`config.mk`:
```
export PLATFORM = sky130hd
export DESIGN_NAME = ex_muldiv_unit
export DESIGN_NICKNAME = d
export VERILOG_FILES = /design/src/rtl/ex_muldiv_unit.sv
export SDC_FILE = /design/constraint.sdc
export NUM_CORES = 1
export LEC_CHECK = 0
export BUFFER_PORTS_ARGS = -buffer_cell sky130_fd_sc_hd__buf_2
export CORE_MARGIN = 4
export CORE_UTILIZATION = 40
export CTS_BUF_LIST = sky130_fd_sc_hd__clkbuf_4
export DETAILED_ROUTE_END_ITERATION = 8
export PLACE_DENSITY_LB_ADDON = 0.15
export SYNTH_ARGS = -nofsm -noshare
export SYNTH_HDL_FRONTEND = slang
export SYNTH_SLANG_ARGS = --single-unit
```
`constraint.sdc`:
```
create_clock -name clk -period 3.5 [get_ports clk]
set_input_delay 0.7 -clock clk [delete_from_list [all_inputs] [get_ports clk]]
set_output_delay 0.7 -clock clk [all_outputs]
set_load 0.01 [all_outputs]
```
`src/rtl/ex_muldiv_unit.sv`:
```
// ex_muldiv_unit: iterative WIDTH-bit multiply/divide unit for the EX stage.
// Runs mult/multu/div/divu at one bit per cycle on magnitudes, fixes signs in
// a final cycle, and holds the results in HI/LO. The unit stalls the front of
// the pipeline while an operation is in flight.
//
// Handshake: the issuer presents start/op/a/b and holds them while stall is
// high. The operation is accepted on the first edge where the unit is IDLE and
// flush is low. stall drops in the cycle where done pulses, so the issuing
// instruction leaves ID/EX exactly once. flush aborts any in-flight operation
// and leaves hi/lo untouched.
module ex_muldiv_unit #(
  parameter int WIDTH = 32
) (
  input  logic             clk,
  input  logic             rst,
  input  logic             start,
  input  logic [1:0]       op,
  input  logic             flush,
  input  logic [WIDTH-1:0] a,
  input  logic [WIDTH-1:0] b,
  output logic             busy,
  output logic             stall,
  output logic             done,
  output logic [WIDTH-1:0] hi,
  output logic [WIDTH-1:0] lo,
  output logic [1:0]       dbg_state
);

  typedef enum logic [1:0] {
    IDLE = 2'd0,
    CALC = 2'd1,
    SIGN = 2'd2
  } state_t;

  localparam int CW = $clog2(WIDTH);
  localparam logic [CW-1:0] LAST = CW'(WIDTH - 1);

  state_t             state;
  logic [CW-1:0]      cnt;
  logic [1:0]         op_q;
  logic               sign_a;
  logic               sign_b;
  // Multiply: {upper accumulator, shifting multiplier}. Divide: low half is
  // the dividend shifting out while quotient bits shift in.
  logic [2*WIDTH-1:0] acc;
  // Multiplicand magnitude for mult, divisor magnitude for div.
  logic [WIDTH-1:0]   opb;
  logic [WIDTH:0]     rem;

  logic               a_neg;
  logic               b_neg;
  logic [WIDTH-1:0]   a_mag;
  logic [WIDTH-1:0]   b_mag;
  logic [WIDTH:0]     mul_sum;
  logic [WIDTH:0]     div_shift;
  logic [WIDTH:0]     div_trial;
  logic [2*WIDTH-1:0] prod_fix;
  logic [WIDTH-1:0]   quo_fix;
  logic [WIDTH-1:0]   rem_fix;

  // Operand magnitudes (op[0]==0 means signed) plus one iteration step and sign fix-up.
  always_comb begin
    a_neg     = ~op[0] & a[WIDTH-1];
    b_neg     = ~op[0] & b[WIDTH-1];
    a_mag     = a_neg ? (~a + 1'b1) : a;
    b_mag     = b_neg ? (~b + 1'b1) : b;
    mul_sum   = {1'b0, acc[2*WIDTH-1:WIDTH]} + (acc[0] ? {1'b0, opb} : '0);
    div_shift = {rem[WIDTH-1:0], acc[WIDTH-1]};
    div_trial = div_shift - {1'b0, opb};
    prod_fix  = (sign_a ^ sign_b) ? (~acc + 1'b1) : acc;
    quo_fix   = (sign_a ^ sign_b) ? (~acc[WIDTH-1:0] + 1'b1) : acc[WIDTH-1:0];
    rem_fix   = sign_a ? (~rem[WIDTH-1:0] + 1'b1) : rem[WIDTH-1:0];
  end

  assign stall     = busy | (start & (state == IDLE) & ~flush);
  assign dbg_state = state;

  // Control FSM, iteration datapath and HI/LO result registers.
  always_ff @(posedge clk) begin
    if (!rst) begin
      state  <= IDLE;
      busy   <= 1'b0;
      done   <= 1'b0;
      hi     <= '0;
      lo     <= '0;
      cnt    <= '0;
      op_q   <= '0;
      sign_a <= 1'b0;
      sign_b <= 1'b0;
      acc    <= '0;
      opb    <= '0;
      rem    <= '0;
    end else begin
      done <= 1'b0;
      case (state)
        IDLE: begin
          if (start && !flush) begin
            op_q   <= op;
            sign_a <= a_neg;
            sign_b <= b_neg;
            acc    <= {{WIDTH{1'b0}}, (op[1] ? a_mag : b_mag)};
            opb    <= op[1] ? b_mag : a_mag;
            rem    <= '0;
            cnt    <= '0;
            state  <= CALC;
            busy   <= 1'b1;
          end
        end
        CALC: begin
          if (flush) begin
            state <= IDLE;
            busy  <= 1'b0;
            cnt   <= '0;
          end else begin
            if (op_q[1]) begin
              // Restoring divide: keep the trial remainder only if it did not go negative.
              rem            <= div_trial[WIDTH] ? div_shift : div_trial;
              acc[WIDTH-1:0] <= {acc[WIDTH-2:0], ~div_trial[WIDTH]};
            end else begin
              acc <= {mul_sum, acc[WIDTH-1:1]};
            end
            if (cnt == LAST) begin
              cnt   <= '0;
              state <= SIGN;
            end else begin
              cnt <= cnt + 1'b1;
            end
          end
        end
        SIGN: begin
          state <= IDLE;
          busy  <= 1'b0;
          if (!flush) begin
            done <= 1'b1;
            if (op_q[1]) begin
              hi <= rem_fix;
              lo <= quo_fix;
            end else begin
              hi <= prod_fix[2*WIDTH-1:WIDTH];
              lo <= prod_fix[WIDTH-1:0];
            end
          end
        end
        default: begin
          state <= IDLE;
          busy  <= 1'b0;
        end
      endcase
    end
  end

endmodule

```
# --- Word level (Yosys, flattened, before mapping) ---
# Cells that the tools add are included.
totals:
  regBits: 205
  out_inout_bits: 69
  input_bits: 70
op_classes:
  addsub: 8
  bitwise_logic: 14
  muxes: 32
  eq_ne: 9
  n_reduce_logical: 13
ops:
  columns: ["operator", "n"]
  rows:
  - ["two-way mux 32 bit", 15]
  - ["two-way mux 64 bit", 3]
  - ["adder 32 x 1 -> 32 bit, second input constant", 4]
  - ["inverter 32 bit", 4]
  - ["one-hot mux 64 bit (2 select lines)", 1]
  - ["adder 64 x 1 -> 64 bit, second input constant", 1]
  - ["inverter 64 bit", 1]
  - ["one-hot mux 32 bit (2 select lines)", 1]
  - ["adder 32 x 32 -> 33 bit", 1]
  - ["subtractor 33 x 32 -> 33 bit", 1]
  - ["two-way mux 5 bit", 3]
  - ["AND reduction 2 bit", 6]
  - ["one-hot mux 5 bit (2 select lines)", 1]
  - ["!= test 2 bit, second input constant", 4]
  - ["AND reduction 4 bit", 2]
  - ["two-way mux 2 bit", 3]
  - ["adder 5 x 1 -> 5 bit, second input constant", 1]
  - ["== test 5 bit, second input constant", 1]
  - ["bitwise AND 1 bit", 4]
  - ["one-hot mux 2 bit (2 select lines)", 1]
  - ["two-way mux 1 bit", 3]
  - ["!= test 3 bit, second input constant", 1]
  - ["inverter 1 bit", 3]
  - ["AND reduction 3 bit", 1]
  - ["other kinds (10)", 10]

# --- Longest topological paths before layout ---
# Gate-level depths: netlist (run 1).
logic_depth:
  depth_word: 6
  ltp_mapped: 15

# --- Worst setup path after synthesis (run 1) ---
# No wires, ideal clock.
synth_timing:
  path_type: "register -> register"
  from: "reg acc[31]"
  to: "reg rem[21]"
  required_ns: 3.372
  setup_ns: 0.128
  t_arrival_ns: 3.125
  setup_slack_ns: 0.247
  path_stages_with_launch: 14
  cell_sequence: "dfxtp_1 -> inv_1 -> ha_1 -> fa_1 -> nand2b_1 -> a21o_1 -> a31oi_1 -> o211ai_1 -> a21bo_2 -> o31a_1 -> xnor2_1 -> clkbuf_1 -> mux2i_1 -> o21ai_0"
synth_between:
  elab_chain_len: 5
synth_lines:
  columns: ["item", "line_no", "source"]
  rows:
  - ["start, declared", "45", "logic [2*WIDTH-1:0] acc;"]
  - ["start signal, assigned", "101", "acc <= {{WIDTH{1'b0}}, (op[1] ? a_mag : b_mag)};"]
  - ["start signal, assigned by index", "118", "acc[WIDTH-1:0] <= {acc[WIDTH-2:0], ~div_trial[WIDTH]};"]
  - ["start signal, assigned", "120", "acc <= {mul_sum, acc[WIDTH-1:1]};"]
  - ["subtractor 33 x 32 -> 33 bit", "69", "div_trial = div_shift - {1'b0, opb};"]
  - ["two-way mux 32 bit", "117", "rem <= div_trial[WIDTH] ? div_shift : div_trial;"]
  - ["two-way mux 32 bit", "115", "if (op_q[1]) begin"]
  - ["two-way mux 32 bit", "110", "if (flush) begin"]
  - ["one-hot mux 32 bit (2 select lines)", "95", "case (state)"]
  - ["end signal, assigned", "117", null]
  - ["end, declared", "48", "logic [WIDTH:0] rem;"]
# Every way passes these cells. The select of a mux whose other input is x is not followed.
# A chain may end at the register's enable or synchronous reset.

# --- Worst setup path after layout (run 1) ---
layout_timing:
  from: "reg acc[31]"
  to: "reg rem[16]"
# Same word-level chain as after synthesis.

==> impl_metrics.json, run 1 <==
{
  "antenna_found_initial": 1,
  "cp-start-kind": "flop",
  "period_share": 0.948,
  "track_usage": 0.255,
  "drv_slew": 0,
  "slowest_delay_ns": 0.34,
  "gr-total-overflow": 0,
  "dp_cells": 2706,
  "grt_max_degree": 95,
  "nNetsFinal": 2401,
  "die_w_um": 205,
  "cp_common_cell": "buf_12",
  "power_density_nw_per_um2": 339,
  "synthArstFlopShare": 0,
  "period_minus_slack_ns": 3.32,
  "synth_top_cell_by_area": "dfxtp_1",
  "slew_headroom": 0.376,
  "clkTransAtPathRegs_ns": 0.06,
  "ant_nets": 0,
  "syn_area_um2": 15500,
  "whs_ns": 0.351,
  "totalWireLength_um": 55500,
  "dr.pass1.iters": 6,
  "setup_viol": 0,
  "htreeDepth": 2,
  "required_ns": 4.11,
  "path_cells": "inv_1 -> ha_2 -> fa_2 -> nand2b_4 -> a21o_1 -> a31oi_2 -> buf_4 -> o211ai_1 -> a21bo_2 -> o31a_1 -> xnor2_4 -> buf_12 -> buf_12 -> clkbuf_16 -> nor2_1 -> a21oi_1 -> a22o_1",
  "path_max_fanout": 17,
  "path_class": "reg2reg",
  "hold_violations": 0,
  "fillers": 3822,
  "final_area_um2": 17900,
  "synthCells": 2102,
  "hold_path.class": "in2reg",
  "ys_seq_area_frac": 0.264,
  "outcome": "completed",
  "grt_first_pass_wirelength_um": 84900,
  "leakage_nw": 7.39,
  "drive_above_1_share": 0.167,
  "ir_drop_v": 0.000179,
  "setup_ws_ns": 0.183,
  "grt_pass1_vias": 14700,
  "cp_slowest_cell": "fa_2",
  "drv_cap": 0,
  "synthTopCellsByCount": "229 x nand2_1, 229 x nor2_1, 205 x o21ai_0",
  "ys_top_cells_by_area": "dfxtp_1 26%, o21ai_0 6.6%, ha_1 5.7%, xor2_1 5.6%, nand2_1 5.6%",
  "cts_hold_buf": 0,
  "drtIter0Drc": 1434,
  "hpwlAfterDp_um": 42500,
  "synth_edf_count": 0,
  "vias_per_cell": 5.70,
  "synthDistinctLibCells": 81,
  "clockRootBuffer": "clkbuf_4",
  "end_kind": "flop",
  "synth_top_cell_area_share": 0.264,
  "numCtsBuffers": 57,
  "tightestPinTransition_ns": 0.932,
  "synth_warnings": 0,
  "gp_congestion": 0.962,
  "drc_errors": 0,
  "die_h_um": 205,
  "wl_per_cell_um": 19.7,
  "arrival_ns": 3.93,
  "post-place-ws_ns": 0.0927,
  "placed_area_um2": 17100,
  "area_growth_pct": 15.9,
  "cts_sinks": 204,
  "synth_flop_cell": "dfxtp_1",
  "cts_tree": "built",
  "ys_ff_latch": 204,
  "syn-num-nets": 2244,
  "rows": 71,
  "via_count": 16000,
  "syn_avg_cell_area_um2": 7.35,
  "fmax_mhz": 301,
  "clock_latency_ns": 0.75,
  "die_area_um2": 41900,
  "coreArea_um2": 37900,
  "ios": 139,
  "stdcell_count": 2813,
  "fin_skew_ns": 0.0442,
  "cts.path.max_buffers": 3,
  "start_util": 0.408,
  "io_buffers": 138
}
## power breakdown
part | internal [mW] | switching, mW | total (mW) | leakage [nW]
logic | 0.560 | 0.921 | 1.48 | 5.32
registers | 2.38 | 0.0673 | 2.45 | 1.65
clock network | 1.05 | 1.10 | 2.14 | 0.412
## cells in the final DEF (no fill, tap or decap), types with 32 or more instances in the layout
cell type and count:
a21o_1 38, nand2_1 229, a211oi_1 46, buf_2 138, dfxtp_1 203, nand3_1 63
a21oi_1 162, xor2_1 98, o21ai_0 202, xnor2_1 93, inv_1 65, ha_1 69
nor3_1 39, clkbuf_4 79, a31oi_1 32, buf_4 90, mux2i_1 53, nor2_1 229
## sequential cells by signal (all words and copies together) (netlist names), 2 cells and up
signal and count:
lo 32, dbg_state 2, opb 32, cnt 5, rem 32, acc 64
hi 32
## timing repair
action                                  CTS  global route
endpoints found under the setup margin    0            45
gates resized for setup                   0            18
setup buffers                             0             3
## layer usage
metal	wire length, um	global-route usage
met5	0	0
met2	23100	0.371
met3	4230	0.0408
met1	26500	0.385
met4	1550	0.0792
## logic make-up after synthesis
| group | synth area share |
|---|---|
| and+or+nand+nor | 0.213 |
| muxes | 0.0423 |
| xor gates and xnor gates | 0.110 |
| DFF | 0.264 |
| adders and majority gates | 0.0592 |
| AOI/OAI and AO/OA | 0.260 |
| buffers and inverters | 0.0507 |
## critical path, delay by kind of cell, from the launching register on
| family | cells | cell delay [ns] |
|---|---|---|
| adders and majority gates | 2 | 0.54 |
| xor gates and xnor gates | 1 | 0.18 |
| buffers and inverters | 5 | 0.65 |
| AOI/OAI and AO/OA | 7 | 1.25 |
| and+or+nand+nor | 2 | 0.25 |
| DFF | 1 | 0.33 |
## final timing paths
kind                                      startpoint                   end  slack, ns  cells after the start
worst min-delay path                           b[24]  opb[24]$_SDFFE_PN0P_       0.35                      4
worst min register to register    hi[8]$_SDFFE_PN0P_    hi[8]$_SDFFE_PN0P_       0.45                      2
worst max-delay path            acc[31]$_SDFFE_PN0P_  rem[16]$_SDFFE_PN0P_       0.18                     17
worst max register to register  acc[31]$_SDFFE_PN0P_  rem[16]$_SDFFE_PN0P_       0.18                     17
## through the flow
stage               power, mW   util  setup TNS [ns]
floorplan                3.40      -               0
global placement         3.90  0.450               0
detailed placement       3.91  0.450               0
CTS                      6.07  0.468               0
global route             6.38  0.473         -0.0295
finish                   6.07  0.473               0
## area by class of cell
type | count | area (um^2) | area share
Sequential cell | 204 | 4090 | 0.228
Multi-Input combinational cell | 1693 | 10700 | 0.598
Inverter | 67 | 253 | 0.0141
Antenna cell | 2 | 5.00 | 0.000279
Timing Repair Buffer | 236 | 1540 | 0.0857
Clock inverter | 21 | 95.1 | 0.00531
Clock buffer | 79 | 593 | 0.0331
Tap cell | 511 | 639 | 0.0357
(Power assumes the default switching activity.)
==> run 2: changes to the inputs <==
Settings changed: CORE_UTILIZATION 40 to 57, REMOVE_ABC_BUFFERS from default to 1.
==> run 2 against run 1 <==
Critical path depth shrank 6. Largest power group unchanged. Fmax is 2.6% lower. Critical path type unchanged. Clock power up 7%. Largest cell class unchanged. First-iteration DRC count rose by 20%.
==> impl_metrics.json, run 2 (synthesized netlist as in run 1, its figures left out) <==
{
  "slowest_delay_ns": 0.61,
  "coreArea_um2": 26800,
  "htreeDepth": 2,
  "power_density_nw_per_um2": 350,
  "busiest_layer": "met2",
  "drtIter0Drc": 1725,
  "die_area_um2": 29800,
  "fin_util": 0.655,
  "cp_slowest_cell": "or4_1",
  "path_buf_inv": 2,
  "die_w_um": 173,
  "path_delay_family": "simple AND/OR/NAND/NOR gates",
  "rows": 60,
  "drv_slew": 0,
  "met2_usage": 0.505,
  "clkTransAtPathRegs_ns": 0.07,
  "final_cell_mix": "229 x nand2_1, 229 x nor2_1, 203 x o21ai_0, 203 x dfxtp_1, 163 x a21oi_1",
  "hold_path.class": "in2reg",
  "post_cts_buffers": 0,
  "antenna_found_initial": 1,
  "start_util": 0.577,
  "ir_drop_v": 0.000252,
  "grt_first_pass_wirelength_um": 79600,
  "stdcell_count": 2635,
  "track_usage": 0.320,
  "grt_use_met1": 0.448,
  "drc_errors": 0,
  "hold_violations": 0,
  "rsz0062_at_grt": "false",
  "ios": 139,
  "cts.path.max_buffers": 3,
  "leakage_nw": 7.33,
  "setup_viol": 0,
  "outcome": "completed",
  "whs_ns": 0.364,
  "fin_skew_ns": 0.0590,
  "finalPower_mw": 6.14,
  "required_ns": 4.06,
  "gr-total-overflow": 0,
  "via_count": 16400,
  "cp-start-kind": "flop",
  "grt_max_degree": 56,
  "cts_sinks": 204,
  "cp_common_cell": "buf_4",
  "slew_headroom": 0.475,
  "wl_per_cell_um": 19.2,
  "end_kind": "flop",
  "path_cells": "buf_4 -> or4_1 -> nor4_2 -> and3_1 -> buf_4 -> and2_1 -> a31oi_1 -> nor2_1 -> xnor2_1 -> o21ai_0 -> a21oi_1",
  "largest_register_ffs": 64,
  "gp_congestion": 1.03,
  "period_share": 0.973,
  "vias_per_cell": 6.21,
  "grt_pass1_vias": 15200,
  "dp_cells": 2530,
  "tightestPinTransition_ns": 0.787,
  "totalWireLength_um": 50500,
  "period_minus_slack_ns": 3.41,
  "drv_cap": 0,
  "path_class": "reg2reg",
  "post-place-ws_ns": -0.0518,
  "reg2reg_setup_slack_ns": 0.09,
  "fmax_mhz": 294,
  "arrival_ns": 3.97,
  "drive_above_1_share": 0.162,
  "nNetsFinal": 2391,
  "area_growth_pct": 13.6,
  "ant_nets": 0,
  "clock_latency_ns": 0.71,
  "setup_ws_ns": 0.0939,
  "hpwlAfterDp_um": 38100,
  "io_buffers": 138,
  "cts_tree": "built",
  "regMostFlops": "acc",
  "numCtsBuffers": 58,
  "grt_util_met3": 0.0479,
  "path_max_fanout": 5,
  "dr.pass1.iters": 6,
  "cts_hold_buf": 0,
  "die_h_um": 173,
  "clockRootBuffer": "clkbuf_4"
}
run 2: what timing repair did:
item                                    CTS  global route
resized for setup                         0             9
endpoints found under the hold margin     0             0
endpoints found under the setup margin    0            22
run 2: worst min-delay path: stages:
cell	delay, ns
buf_2	0.17
nand3_1	0.10
o21ai_1	0.05
run 2: power breakdown:
| group | switching, mW | internal [mW] |
|---|---|---|
| logic | 0.869 | 0.541 |
| registers | 0.0766 | 2.38 |
| clock network | 1.08 | 1.19 |
run 2: per-layer routing:
metal	wire length, um	vias up
li1	-	7859
met1	22300	7617
met4	1610	0
met5	0	-
met2	22200	777
met3	4410	113
run 2: area by class of cell:
cell class | instances | area, um^2
multi-input cells | 1693 | 10700
clock inverters | 18 | 97.6
repair buffers | 225 | 1380
diodes | 1 | 2.50
inverters | 67 | 253
fillers | 2446 | 9230
clock buffers | 86 | 646
well taps | 341 | 427
flip-flops and latches | 204 | 4090
run 2: per-stage QoR:
step	TNS [ns]	instance area, um^2
final	0	17600
after global routing	0	17600
after CTS	0	17500
after detailed placement	-0.0518	16800
after global placement	-0.0680	16800
after floorplan	-236.62	14900
run 2: path summary, 6_finish.rpt:
| path | startpoint | to | cells past startpoint |
|---|---|---|---|
| hold / removal | rst | hi[29]$_SDFFE_PN0P_ | 3 |
| hold reg to reg | hi[8]$_SDFFE_PN0P_ | hi[8]$_SDFFE_PN0P_ | 2 |
| setup reg to reg | acc[0]$_SDFFE_PN0P_ | hi[15]$_SDFFE_PN0P_ | 11 |
| setup / recovery | acc[0]$_SDFFE_PN0P_ | hi[15]$_SDFFE_PN0P_ | 11 |
==> run 3: changes to the inputs <==
Settings changed: CORE_ASPECT_RATIO from default to 0.75, CORE_UTILIZATION 57 to 63.
Clock period 3.5 ns to 3.9 ns, I/O delays scaled along.
==> run 3 against run 2 <==
Non-clock buffer count decreased by 36. Via count rose by 0.21%. Clock power shrank 19%. Sequential cell count stayed put. Power down 14%. Critical endpoint is now rem[29]$_SDFFE_PN0P_.
==> impl_metrics.json, run 3 (synthesized netlist as in run 1, its figures left out) <==
{
  "gp_congestion": 1.03,
  "coreArea_um2": 24000,
  "start_util": 0.643,
  "cts_hold_buf": 0,
  "ios": 139,
  "power_density_nw_per_um2": 310,
  "vias_per_cell": 6.37,
  "drc_errors": 0,
  "path_class": "reg2reg",
  "cp-start-kind": "flop",
  "placed_area_um2": 16500,
  "leakage_nw": 7.09,
  "path_delay_family": "compound AO/OA/AOI/OAI gates",
  "drive_above_1_share": 0.139,
  "clock_latency_ns": 0.74,
  "final_area_um2": 17100,
  "switching_power_mw": 1.82,
  "setup_viol": 0,
  "path_buf_inv": 2,
  "final_cell_mix": "229 x nand2_1, 229 x nor2_1, 204 x o21ai_0, 203 x dfxtp_1, 163 x a21oi_1",
  "post-place-ws_ns": 0.326,
  "period_share": 0.939,
  "numCtsBuffers": 52,
  "cts_sinks": 204,
  "outcome": "completed",
  "path_max_fanout": 41,
  "fin_skew_ns": 0.0541,
  "fmax_mhz": 273,
  "cts_tree": "built",
  "post_cts_buffers": 0,
  "die_w_um": 189,
  "htreeDepth": 2,
  "slowest_delay_ns": 0.45,
  "setup_ws_ns": 0.237,
  "clockRootBuffer": "clkbuf_4",
  "ir_drop_v": 0.000258,
  "regMostFlops": "acc",
  "p_int_mw": 3.50,
  "largest_register_ffs": 64,
  "nNetsFinal": 2349,
  "totalWireLength_um": 52400,
  "die_h_um": 144,
  "dr.pass1.iters": 6,
  "fin_util": 0.713,
  "drtIter0Drc": 1936,
  "cts_resized": 0,
  "arrival_ns": 4.30,
  "die_area_um2": 27100,
  "slew_headroom": 0.435,
  "drv_slew": 0,
  "track_usage": 0.373,
  "end_kind": "flop",
  "io_buffers": 138,
  "grt_first_pass_wirelength_um": 80400,
  "cts.path.max_buffers": 3,
  "cp_slowest_cell": "a31oi_1",
  "clkTransAtPathRegs_ns": 0.07,
  "via_count": 16400,
  "hold_path.class": "reg2reg",
  "drv_cap": 0,
  "dp_cells": 2484,
  "antenna_found_initial": 2,
  "wl_per_cell_um": 20.4,
  "gr-total-overflow": 0,
  "period_minus_slack_ns": 3.66,
  "rsz0062_at_grt": "false",
  "stdcell_count": 2575,
  "grt_max_degree": 74,
  "grt_pass1_vias": 14600,
  "netSwitchingFraction": 0.342,
  "pwr-share-clk": 0.348,
  "fillers": 2075,
  "area_growth_pct": 10.9,
  "seqPwrFrac": 0.418,
  "path_cells": "inv_1 -> ha_1 -> fa_1 -> nand2b_1 -> a21o_1 -> a31oi_1 -> o211ai_1 -> a21bo_2 -> o31a_1 -> xnor2_2 -> buf_12 -> nor2_1 -> a41o_1 -> o21ai_0",
  "tightestPinTransition_ns": 0.840,
  "hold_violations": 0,
  "ant_nets": 0,
  "hpwlAfterDp_um": 40200,
  "comb_power_share": 0.234,
  "required_ns": 4.54,
  "rows": 49
}
## run 3: final timing paths
kind         cells after the start  slack, ns              endpoint            startpoint
max                             14       0.24  rem[29]$_SDFFE_PN0P_  acc[31]$_SDFFE_PN0P_
min                              2       0.45   hi[11]$_SDFFE_PN0P_   hi[11]$_SDFFE_PN0P_
max reg2reg                     14       0.24  rem[29]$_SDFFE_PN0P_  acc[31]$_SDFFE_PN0P_
min reg2reg                      2       0.45   hi[11]$_SDFFE_PN0P_   hi[11]$_SDFFE_PN0P_
## run 3: final cells by class
class                           instances  area [um^2]  share of cell area
Antenna cell                            1         2.50            0.000146
Clock buffer                           71          533              0.0311
Clock inverter                         19          100             0.00584
Inverter                               67          253              0.0147
Multi-Input combinational cell       1693        10600               0.621
Sequential cell                       204         4090               0.238
Tap cell                              331          414              0.0242
Timing Repair Buffer                  189         1110              0.0648
## run 3: per-stage QoR
stage	power (mW)	hold WS [ns]	TNS, ns
6_report	5.31	0.450	0
5_1_grt	5.53	0.472	0
4_1_cts	5.26	0.433	0
3_5_place_dp	3.45	0.444	0
3_3_place_gp	3.43	0.434	0
2_1_floorplan	3.02	0.432	-187.10
## run 3: metal layers
layer  share of wire  vias to the layer above  GRT usage
met3            0.16                      122      0.163
li1                -                     7756          -
met1            0.43                     7479      0.539
met4           0.026                        4      0.102
met5          0.0017                        -     0.0192
met2            0.38                     1039      0.501
## run 3: worst min-delay path: stages, from the launching register on
cell and delay (ns):
dfxtp_1 0.31, nand3_1 0.06, nand2_1 0.04
## run 3: power by group through the flow
stage	logic (mW)	clock network (mW)	registers (mW)
after global placement	1.17	0	2.26
after global routing	1.33	1.97	2.23
after floorplan	0.777	0	2.25
final	1.24	1.85	2.22
after CTS	1.19	1.85	2.22
after detailed placement	1.19	0	2.26
